==> src/rtl/ecc_sed_pkg.sv <==
// Shared constants, occupancy encoding and grouped-parity helper for the SED encoder pipe.
// Optional error injection is enabled in the top by defining ECC_SED_ERR_INJECT_EN.
package ecc_sed_pkg;

    localparam int COUNT_W = 16;
    localparam int MAX_W   = 64;

    typedef enum logic [1:0] {
        OCC_EMPTY = 2'd0,
        OCC_ONE   = 2'd1,
        OCC_FULL  = 2'd2
    } occ_t;

    // Bit g of the result is the parity of data[g*gw +: gw]; bits at or above num_groups stay 0.
    function automatic logic [MAX_W-1:0] grouped_parity(
        input logic [MAX_W-1:0] data,
        input int               gw,
        input int               num_groups,
        input logic             odd_parity
    );
        logic [MAX_W-1:0] p;
        p = '0;
        if (gw > 0) begin
            for (int i = 0; i < MAX_W; i++) begin
                if (i < gw * num_groups) begin
                    p[6'(i / gw)] = p[6'(i / gw)] ^ data[6'(i)];
                end
            end
            for (int g = 0; g < MAX_W; g++) begin
                if (g < num_groups) begin
                    p[6'(g)] = p[6'(g)] ^ odd_parity;
                end
            end
        end
        return p;
    endfunction

endpackage

==> src/rtl/ecc_sed_parity_gen.sv <==
// Combinational grouped parity: one even/odd parity bit per DATA_W/NUM_GROUPS-bit slice.
module ecc_sed_parity_gen
    import ecc_sed_pkg::*;
#(
    parameter int DATA_W     = 12,
    parameter int NUM_GROUPS = 1,
    parameter int ODD_PARITY = 0
) (
    input  logic [DATA_W-1:0]     data,
    output logic [NUM_GROUPS-1:0] parity
);

    localparam int   GW  = DATA_W / NUM_GROUPS;
    localparam logic ODD = (ODD_PARITY != 0);

    always_comb begin
        parity = NUM_GROUPS'(grouped_parity(MAX_W'(data), GW, NUM_GROUPS, ODD));
    end

endmodule

==> src/rtl/ecc_sed_encoder_pipe.sv <==
// Single-error-detect encoder: grouped parity in front of a 2-entry codeword FIFO with delivery counter.
// Define ECC_SED_ERR_INJECT_EN to add inj_req/inj_mask, which corrupt a word as it is stored.
module ecc_sed_encoder_pipe
    import ecc_sed_pkg::*;
#(
    parameter int DATA_W     = 12,
    parameter int NUM_GROUPS = 1,
    parameter int ODD_PARITY = 0
) (
    input  logic                         clk,
    input  logic                         rst,
    input  logic                         data_valid,
    output logic                         data_ready,
    input  logic [DATA_W-1:0]            data,
`ifdef ECC_SED_ERR_INJECT_EN
    input  logic                         inj_req,
    input  logic [DATA_W+NUM_GROUPS-1:0] inj_mask,
`endif
    output logic                         enc_valid,
    input  logic                         enc_ready,
    output logic [DATA_W+NUM_GROUPS-1:0] enc_codeword,
    output logic [COUNT_W-1:0]           enc_count
);

    localparam int CW_W = DATA_W + NUM_GROUPS;

    logic [NUM_GROUPS-1:0] parity;
    logic [CW_W-1:0]       new_word;
    logic [CW_W-1:0]       slot [2];
    logic                  wr_ptr;
    logic                  rd_ptr;
    logic                  run;
    occ_t                  occ;
    occ_t                  occ_next;
    logic                  push;
    logic                  pop;

    ecc_sed_parity_gen #(
        .DATA_W     (DATA_W),
        .NUM_GROUPS (NUM_GROUPS),
        .ODD_PARITY (ODD_PARITY)
    ) u_parity_gen (
        .data   (data),
        .parity (parity)
    );

`ifdef ECC_SED_ERR_INJECT_EN
    assign new_word = {parity, data} ^ (inj_req ? inj_mask : '0);
`else
    assign new_word = {parity, data};
`endif

    // `run` holds data_ready low through reset and releases it one edge after rst rises.
    assign data_ready   = run && (occ != OCC_FULL);
    assign enc_valid    = (occ != OCC_EMPTY);
    assign enc_codeword = enc_valid ? slot[rd_ptr] : '0;
    assign push         = data_valid && data_ready;
    assign pop          = enc_valid && enc_ready;

    always_comb begin
        // NOTE: default first so every path assigns occ_next and no latch is inferred.
        occ_next = occ;
        unique case ({push, pop})
            2'b10: occ_next = (occ == OCC_EMPTY) ? OCC_ONE : OCC_FULL;
            2'b01: occ_next = (occ == OCC_FULL) ? OCC_ONE : OCC_EMPTY;
            default: occ_next = occ;
        endcase
    end

    // NOTE: sequential state uses non-blocking assignments so all registers update from pre-edge values.
    always_ff @(posedge clk) begin
        if (!rst) begin
            run       <= 1'b0;
            occ       <= OCC_EMPTY;
            wr_ptr    <= 1'b0;
            rd_ptr    <= 1'b0;
            enc_count <= '0;
        end else begin
            run <= 1'b1;
            occ <= occ_next;
            if (push) begin
                wr_ptr <= ~wr_ptr;
            end
            if (pop) begin
                rd_ptr    <= ~rd_ptr;
                enc_count <= enc_count + 1'b1;
            end
        end
    end

    // NOTE: payload storage is not reset; occupancy gates every read, so stale contents are never visible.
    always_ff @(posedge clk) begin
        if (push) begin
            slot[wr_ptr] <= new_word;
        end
    end

endmodule

==> config.mk <==
export PLATFORM = sky130hd
export DESIGN_NAME = ecc_sed_encoder_pipe
export DESIGN_NICKNAME = d
export VERILOG_FILES = /design/src/rtl/ecc_sed_pkg.sv /design/src/rtl/ecc_sed_parity_gen.sv /design/src/rtl/ecc_sed_encoder_pipe.sv
export SDC_FILE = /design/constraint.sdc
export NUM_CORES = 1
export LEC_CHECK = 0
export BUFFER_PORTS_ARGS = -buffer_cell sky130_fd_sc_hd__buf_2
export CAP_MARGIN = 10
export CORE_MARGIN = 2
export CORE_UTILIZATION = 53
export CTS_BUF_LIST = sky130_fd_sc_hd__clkbuf_16
export DETAILED_ROUTE_END_ITERATION = 10
export GPL_ROUTABILITY_DRIVEN = 0
export PLACE_DENSITY = 0.78
export SLEW_MARGIN = 40
export SYNTH_ARGS = -nofsm -noshare
export SYNTH_HDL_FRONTEND = slang
export SYNTH_SLANG_ARGS = --single-unit
==> constraint.sdc <==
create_clock -name clk -period 1.95 [get_ports clk]
set_input_delay 0.0975 -clock clk [delete_from_list [all_inputs] [get_ports clk]]
set_output_delay 0.0975 -clock clk [all_outputs]
set_load 0.03 [all_outputs]
# == After elaboration in Yosys (flattened, before gate mapping) ==
# Memory sizes are Yosys's and may differ from the RTL's. A register that Yosys moved wholly into a read port is not among the register bits.
# Cells that the tools add are included.
# word_totals
regBits,21
ram_bits,26
out_inout_bits,31
elab_cells,39
mem_count,1
# op_classes
n_addsub,1
n_eq_ne,4
n_mux,9
n_bitwise,13
n_reduce_logical,6
# mem_list
name,depth,width,read_ports,rd_ports_with_merged_regs,write_ports,line,rtl
slot,2,13,1,1,1,ecc_sed_encoder_pipe.sv:29,logic [CW_W-1:0] slot [2];
# op_table
cell,n
$add A16 B1 Y16 const B,1
$mux W13,1
$xor A1 B1 Y1,11
$mux W1,6
$eq A2 B2 Y1 const B,2
$pmux W2 S2,1
$reduce_bool A2 Y1,2
$logic_and A1 B1 Y1,3
$eq A2 B1 Y1 const B,1
$logic_not A2 Y1,1
$mux W2,1
$ne A2 B2 Y1 const B,1
$not A1 Y1,2

# == Longest topological paths before layout ==
# Gate-level depths: netlist of the first run.
# logic_depth
ltp_word,11
depth_mapped,8
depth_no_buf,7

# == By module ==
# A second synthesis of the first run with hierarchy kept.
# unflattened
hier_cells,180
hier_area_um2,2108.3
# modules_own_cells
mod,n_inst,cells_each,area_each_um2
ecc_sed_encoder_pipe,1,170,2006.9
ecc_sed_parity_gen,1,10,101.3

# == Least setup slack after synthesis of the first run ==
# No wires, ideal clock.
# synth_timing
kind,reg2reg
start,reg occ[0]
end,mem slot[1][0] (netlist bit) (enable)
setup_time_ps,361
arrival_ps,1836
required_ps,1589
path_slack_ps,-247
path_stages_with_launch,5
synth_period_minus_slack_ps,2197
path_cell_list,dfxtp_1 buf_2 inv_1 a21boi_0 and3_1
# synth_between
elab_chain_cells,5
# synth_lines
item,line,rtl
"start, declared",ecc_sed_encoder_pipe.sv:33,occ_t occ;
"start signal, assigned",ecc_sed_encoder_pipe.sv:80,occ <= occ_next;
$ne A2 B2 Y1,ecc_sed_encoder_pipe.sv:54,assign data_ready = run && (occ != OCC_FULL);
$logic_and A1 B1 Y1,ecc_sed_encoder_pipe.sv:54,
net data_ready,ecc_sed_encoder_pipe.sv:13,"output logic data_ready,"
$logic_and A1 B1 Y1,ecc_sed_encoder_pipe.sv:57,assign push = data_valid && data_ready;
$mux W1,ecc_sed_encoder_pipe.sv:93,if (push) begin
$mux W1 (not written as such),ecc_sed_encoder_pipe.sv:94,slot[wr_ptr] <= new_word;
"end, declared",ecc_sed_encoder_pipe.sv:29,
# The timed path passes the listed nets, and every way through them passes these cells.

# == Worst setup path in the final report of the first run ==
# layout_timing
start,reg occ[1]
end,reg occ[0]
# layout_between
word_cells_on_any_way,13
cone_classes,eq/ne: 4; mux: 3; reduce/logical: 6
# layout_rtl
item,line,rtl
$reduce_bool A2 Y1 (*),ecc_sed_encoder_pipe.sv:55,assign enc_valid = (occ != OCC_EMPTY);
$logic_and A1 B1 Y1 (*),ecc_sed_encoder_pipe.sv:58,assign pop = enc_valid && enc_ready;
net pop,ecc_sed_encoder_pipe.sv:36,logic pop;
$eq A2 B1 Y1 or $eq A2 B2 Y1 (tied branches),ecc_sed_encoder_pipe.sv:63,"unique case ({push, pop})"
$pmux W2 S2 or $reduce_bool A2 Y1 (tied branches),-,
# The timed path passes the listed nets; every way through them passes the cells marked *.
# A chain may end at the register's enable or synchronous reset.

==> impl_results.md, run 1 <==
* Status: finished, final reports clean
* Yosys reg bits at 48
* Worst vdd ir at 616 uV
* Post CTS Setup Buffer Count at 0
* CP max-delay cell: o21ai_1
* Setup Total Neg Slack at 0 ns
* Ant diodes at 0
* DRT iter0 DRCs at 49
* Routed len/inst at 12.6 um
* Reg2Reg Setup Slack at 0.31 ns
* Clk buf depth at 2
* Worst Path Class, Setup: reg2reg
* CTS tree: yes
* Max FO, Critical Path at 7
* Routed Antenna Nets at 0
* Post-Syn Instances at 178
* First-pass GRT wire length at 5440 um
* Vias per cell at 4.97
* Tightest Pin Transition at 0.694 ns
* Total CTS buffers at 5
* Placeable Area at 3940 sq um
* Pre-antenna DRT Iters at 4
* Via Count at 1391
* HPWL Detailed at 2510 um
* YS warnings at 0
* PortBufs at 46
* Sinks on Clock Net at 48
* IO Pins at 47
* Global Route Usage Sum at 0.163
* Placed insts at 272
* Syn-to-layout area delta at 22.0%
* Final core utilization at 0.664
* Hold Slack at 0.0276 ns
* Clock skew at 0.00465 ns
* H-tree levels at 2
* M1 WL at 1500 um
* Cells on worst reg2reg path at 7
* Met2 wire length at 1790 um
* Rows at 23
* Cell Area, Synth at 2150 sq um
* Critical-path cell list: buf_4 > o21ai_1 > inv_1 > ha_1 > nor3_1 > a21oi_1 > nor2b_1
* Slew HR at 0.537
* Most frequent cells in the layout: buf_2, edfxtp_1, dfxtp_1
* Nets@finish at 247
* DIE WIDTH at 67.6 um
* Maxcap violations at 0
* Initial antenna violation count at 0
* Commonest non-fill, non-tap cell in the layout: buf_2
* Die area at 4570 sq um
* RSZ-0062 raised after global routing: false
* LEAKAGE at 1.11 nW
* Non-Filler Instances at 280
* Synth unique cells at 30
* Fin crit share at 0.840
* HP Start: data[7]
* Slew Limit Fails at 0
* Detailed Route WL at 3520 um
* Final Hold Fails at 0
* Syn Nets at 196
* Met3 WL post-DR at 195 um
* Finished Cell Area at 2620 sq um
* Syn avg cell area at 12.1 sq um
* Pwr Density at 965 nW/um^2
* Starting density of the core at 0.544
* Hold Path Depth at 1
* CP Launch Type: register
* Critical path required time at 2.17 ns
* R2R Path Start: occ[1]$_SDFFE_PN0P_
* Highest Signal Layer: met4
* Minimum clock period at 1.64 ns
* Vias in the first global route at 1234
* Pin count of the biggest net entering global routing at 25
* # resized after CTS at 0
* Root Driver: clkbuf_16
* Hold Crit Endpoint: slot[1][7]$_DFFE_PP_
* Hold Crit Class: in2reg
* Reg-to-Reg End: occ[0]$_SDFFE_PN0P_
* Cell Area, Placed at 2450 sq um
* GRT overflow at 0
* Setup violators final at 0
* Post-synthesis sequential area ratio at 0.569
* Share of post-route cells with drive strength above 1 at 0.296
* CP max stage delay at 0.35 ns
* Worst EP arrival at 1.86 ns
* Drt drc at 0
* Fmax achieved at 610 MHz
* Skew-Pair Late Insertion Delay at 0.28 ns
* Clock transition at the registers of the reported paths at 0.06 ns
* Critical path endpoint category: register
* Hold_buf cts at 0
* Die Ht at 67.6 um
per-layer routing:
layer  global-route usage  up-vias
met3               0.0500        3
met2                0.289       34
li1                     -      718
met1                0.183      636
met4               0.0612        0
met5                    0        -
worst max-delay path by stage:
stage                           end                 from  slack, ns  cells past startpoint
5_1_grt         occ[0]$_SDFFE_PN0P_  occ[1]$_SDFFE_PN0P_       0.17                      7
3_5_place_dp    occ[0]$_SDFFE_PN0P_  occ[1]$_SDFFE_PN0P_       0.31                      7
2_1_floorplan  slot[1][0]$_DFFE_PP_  occ[0]$_SDFFE_PN0P_      0.007                      4
6_report        occ[0]$_SDFFE_PN0P_  occ[1]$_SDFFE_PN0P_       0.31                      7
3_3_place_gp   slot[0][8]$_DFFE_PP_  occ[1]$_SDFFE_PN0P_       0.30                      3
4_1_cts             enc_codeword[6]  occ[1]$_SDFFE_PN0P_       0.02                      4
cell type report:
class,count,area (sq um)
inverters,6,22.5
fillers,320,1320
repair buffers,51,268
clock inverters,3,42.5
multi-input cells,117,877
clock buffers,5,125
well taps,50,62.6
flip-flops and latches,48,1220
synthesized netlist by cell type (all sizes together):
cell type,n,area (sq um)
o21ai,4,20.0
mux2i,16,160
nand2,6,22.5
nor3,5,25.0
o2111a,1,11.3
a21boi,3,22.5
nor4,3,37.5
edfxtp,26,781
o21a,1,7.51
xor2,8,70.1
and3,2,12.5
clkbuf,4,15.0
o2111ai,1,15.0
buf,3,15.0
nand2b,3,18.8
nor2b,2,12.5
dfxtp,22,440
nor2,18,67.6
xnor2,16,140
ha,2,25.0
a21oi,1,5.00
o211ai,2,28.8
nand4,4,55.1
inv,6,22.5
or3,2,12.5
nand3,3,15.0
and2,14,87.6
report_power, final:
part	switching, mW	leakage [nW]	internal, mW	total [mW]
Combinational	0.287	0.614	0.164	0.452
Clock	0.337	0.0798	0.601	0.938
Sequential	0.0177	0.417	1.12	1.14
Total	0.642	1.11	1.88	2.53
registers in the layout (all words and copies together), names as in the netlist, named ones only:
name / count
wr_ptr: 1
enc_count: 16
occ: 2
rd_ptr: 1
slot: 26
run: 1
critical path, delay by kind of cell (launching register included):
kind                     cells  cell delay (ns)
AO/OA/AOI/OAI                2             0.41
adder cells (fa/ha/maj)      1             0.33
AND/OR/NAND/NOR              2             0.29
flip-flops                   1             0.31
buffers and inverters        2             0.25
per-stage QoR:
| stage | power (mW) | worst slack (ns) |
|---|---|---|
| floorplan | 1.49 | 0.00690 |
| global placement | 1.60 | 0.296 |
| detailed placement | 1.61 | 0.310 |
| CTS | 2.56 | 0.0158 |
| global route | 2.64 | 0.168 |
| finish | 2.53 | 0.312 |
logic make-up (layout without fill, tap and decap cells):
family | count (synthesis) | after routing | synth area share
mux | 16 | 16 | 0.0746
xor+xnor | 24 | 24 | 0.0980
fa+ha+maj | 2 | 2 | 0.0117
compound gates | 13 | 13 | 0.0513
flops | 48 | 48 | 0.569
buf+inv | 13 | 65 | 0.0245
simple gates | 62 | 62 | 0.171
Note: power is estimated with default switching activity, not from simulation.
==> inputs of run 2 (changes only) <==
--- a/config.mk
+++ b/config.mk
@@ -5,6 +5,7 @@
 export SDC_FILE = /design/constraint.sdc
 export NUM_CORES = 1
 export LEC_CHECK = 0
+export ABC_AREA = 1
 export BUFFER_PORTS_ARGS = -buffer_cell sky130_fd_sc_hd__buf_2
 export CAP_MARGIN = 10
 export CORE_MARGIN = 2
==> constraint.sdc (replaced) <==
create_clock -name clk -period 1.6 [get_ports clk]
set_input_delay 0.08 -clock clk [delete_from_list [all_inputs] [get_ports clk]]
set_output_delay 0.08 -clock clk [all_outputs]
set_load 0.03 [all_outputs]
==> run 2 against run 1 <==
Combinational power rose to 3.0 times the previous value. Synthesized cell count rose by 47%. Non-clock buffer count grew 2. Routed wire length rose by 26%. Critical path depth down 3. Final area increased by 5.1%. Sequential cell count is the same. Die area increased by 4.6%. Clock power increased by 22%. Sequential share of layout area down 2.2 points. Highest routed layer unchanged.
==> impl_results.md, run 2 <==
* Fin crit share at 0.912
* Pwr Density at 1450 nW/um^2
* Vias in the first global route at 1780
* Pre-CTS WS at 0.0906 ns
* Starting density of the core at 0.555
* Hold_buf cts at 0
* Syn-to-layout area delta at 22.2%
* First-pass GRT wire length at 7780 um
* Root Driver: clkbuf_16
* Clk buf depth at 2
* Critical path required time at 1.52 ns
* H-tree levels at 2
* Ant diodes at 0
* IO Pins at 47
* Maxcap violations at 0
* Sinks on Clock Net at 48
* DIE WIDTH at 69.2 um
* Setup violators final at 0
* Vias per cell at 5.05
* Largest register FFs at 26
* Post CTS Setup Buffer Count at 0
* Post-synthesis sequential area ratio at 0.543
* RSZ-0062 raised after global routing: false
* Commonest cells in the netlist: nand2_1, a21oi_1, edfxtp_1, inv_1, nor2_1
* Synth area leaders: edfxtp_1, dfxtp_1, nand2_1
* PnR Total Power at 3.99 mW
* Cell Area, Synth at 2250 sq um
* Pin count of the biggest net entering global routing at 16
* Share of post-route cells with drive strength above 1 at 0.233
* Placeable Area at 4060 sq um
* Routed len/inst at 12.1 um
* Via Count at 1855
* Top flop regs: slot x26, enc_count x16, occ x2
* Initial antenna violation count at 0
* Worst vdd ir at 749 uV
* Pre-antenna DRT Iters at 4
* Fmax achieved at 685 MHz
* Worst Path Class, Setup: reg2out
* Clock transition at the registers of the reported paths at 0.06 ns
* Max FO, Critical Path at 13
* Commonest non-fill, non-tap cell in the layout: nand2_1
* Nets@finish at 334
* HPWL Detailed at 3130 um
* Detailed Route WL at 4440 um
* YS warnings at 0
* Worst setup margin at 0.140 ns
* Number of synthesized flops with an enable pin at 26
* Largest area contributor in the netlist: edfxtp_1
* Routed Antenna Nets at 0
* Worst EP arrival at 1.38 ns
* Syn avg cell area at 8.62 sq um
* Skew-Pair Late Insertion Delay at 0.28 ns
* Synth unique cells at 25
* Drt drc at 0
* Reg with most FFs: slot
* Die Ht at 69.2 um
* Post-Syn Instances at 261
* Ys async rst share at 0
* PortBufs at 46
* GRT overflow at 0
* Final Hold Fails at 0
* Minimum clock period at 1.46 ns
* Tightest Pin Transition at 0.397 ns
* Global Route Usage Sum at 0.201
* Status: finished, final reports clean
* Most frequent cells in the layout: nand2_1, buf_2, a21oi_1
* Critical path endpoint category: primary output
* DRT iter0 DRCs at 135
* LEAKAGE at 1.17 nW
* Syn Nets at 279
* Top FF cell, synth: edfxtp_1
* Count leader, synth: nand2_1
* Clock skew at 0.00726 ns
* Hold Slack at 0.0163 ns
* Non-Filler Instances at 367
* Rows at 23
* Die area at 4780 sq um
* Hold Crit Class: in2reg
* Yosys reg bits at 48
* Slew HR at 0.735
* Top-area cell type share of the netlist area at 0.347
* Total CTS buffers at 5
* Slew Limit Fails at 0
* CP Launch Type: register
* Placed insts at 359
* CTS tree: yes
* Final core utilization at 0.678
run 2: cells by family (layout without fill, tap and decap cells):
| logic type | after synthesis | count (layout) | synth area share |
|---|---|---|---|
| buf+inv | 32 | 88 | 0.0545 |
| simple gates | 128 | 128 | 0.261 |
| fa+ha+maj | 2 | 2 | 0.0111 |
| flops | 48 | 48 | 0.543 |
| compound gates | 44 | 44 | 0.103 |
| xor+xnor | 7 | 7 | 0.0272 |
run 2: what timing repair did:
action,4_1_cts,5_1_grt
setup endpoints to repair,0,2
resized for setup,0,2
endpoints found under the hold margin,0,0
run 2: per-layer routing:
layer,global-route usage,routed length (um),vias up
met5,0,0,-
met4,0.0675,51,0
met1,0.249,1950,848
met3,0.0480,209,4
li1,-,-,958
met2,0.344,2230,45
run 2: worst max-delay path, cell delays in order, from the launching register on:
cell and delay, ns:
dfxtp_1 0.31, inv_1 0.30, nand2_1 0.09, a21oi_1 0.17, buf_2 0.22
run 2: power breakdown:
group          leakage [nW]  switching (mW)  internal [mW]
sequential            0.417          0.0621           1.42
combinational         0.669           0.973          0.391
clock                0.0850           0.412          0.728
run 2: path summary, 6_finish.rpt:
path / end / depth (start not counted) / slack [ns] / start
setup / recovery: enc_codeword[12] / 4 / 0.14 / register
hold / removal: slot[0][8]$_DFFE_PP_ / 1 / 0.02 / data[8]
setup reg to reg: occ[0]$_SDFFE_PN0P_ / 6 / 0.15 / occ[0]$_SDFFE_PN0P_
hold reg to reg: register / 1 / 0.47 / rd_ptr$_SDFFE_PN0P_
run 2: final cells by class:
| class | instances | area, sq um |
|---|---|---|
| Tap cell | 50 | 62.6 |
| Fill cell | 309 | 1310 |
| Clock buffer | 5 | 125 |
| Sequential cell | 48 | 1220 |
| Timing Repair Buffer | 53 | 283 |
| Inverter | 27 | 101 |
| Clock inverter | 3 | 38.8 |
| Multi-Input combinational cell | 181 | 920 |
run 2: through the flow:
stage,cell area [sq um],setup TNS [ns]
finish,2750,0
global route,2750,0
CTS,2740,0
detailed placement,2580,0
global placement,2580,0
floorplan,2260,-2.22
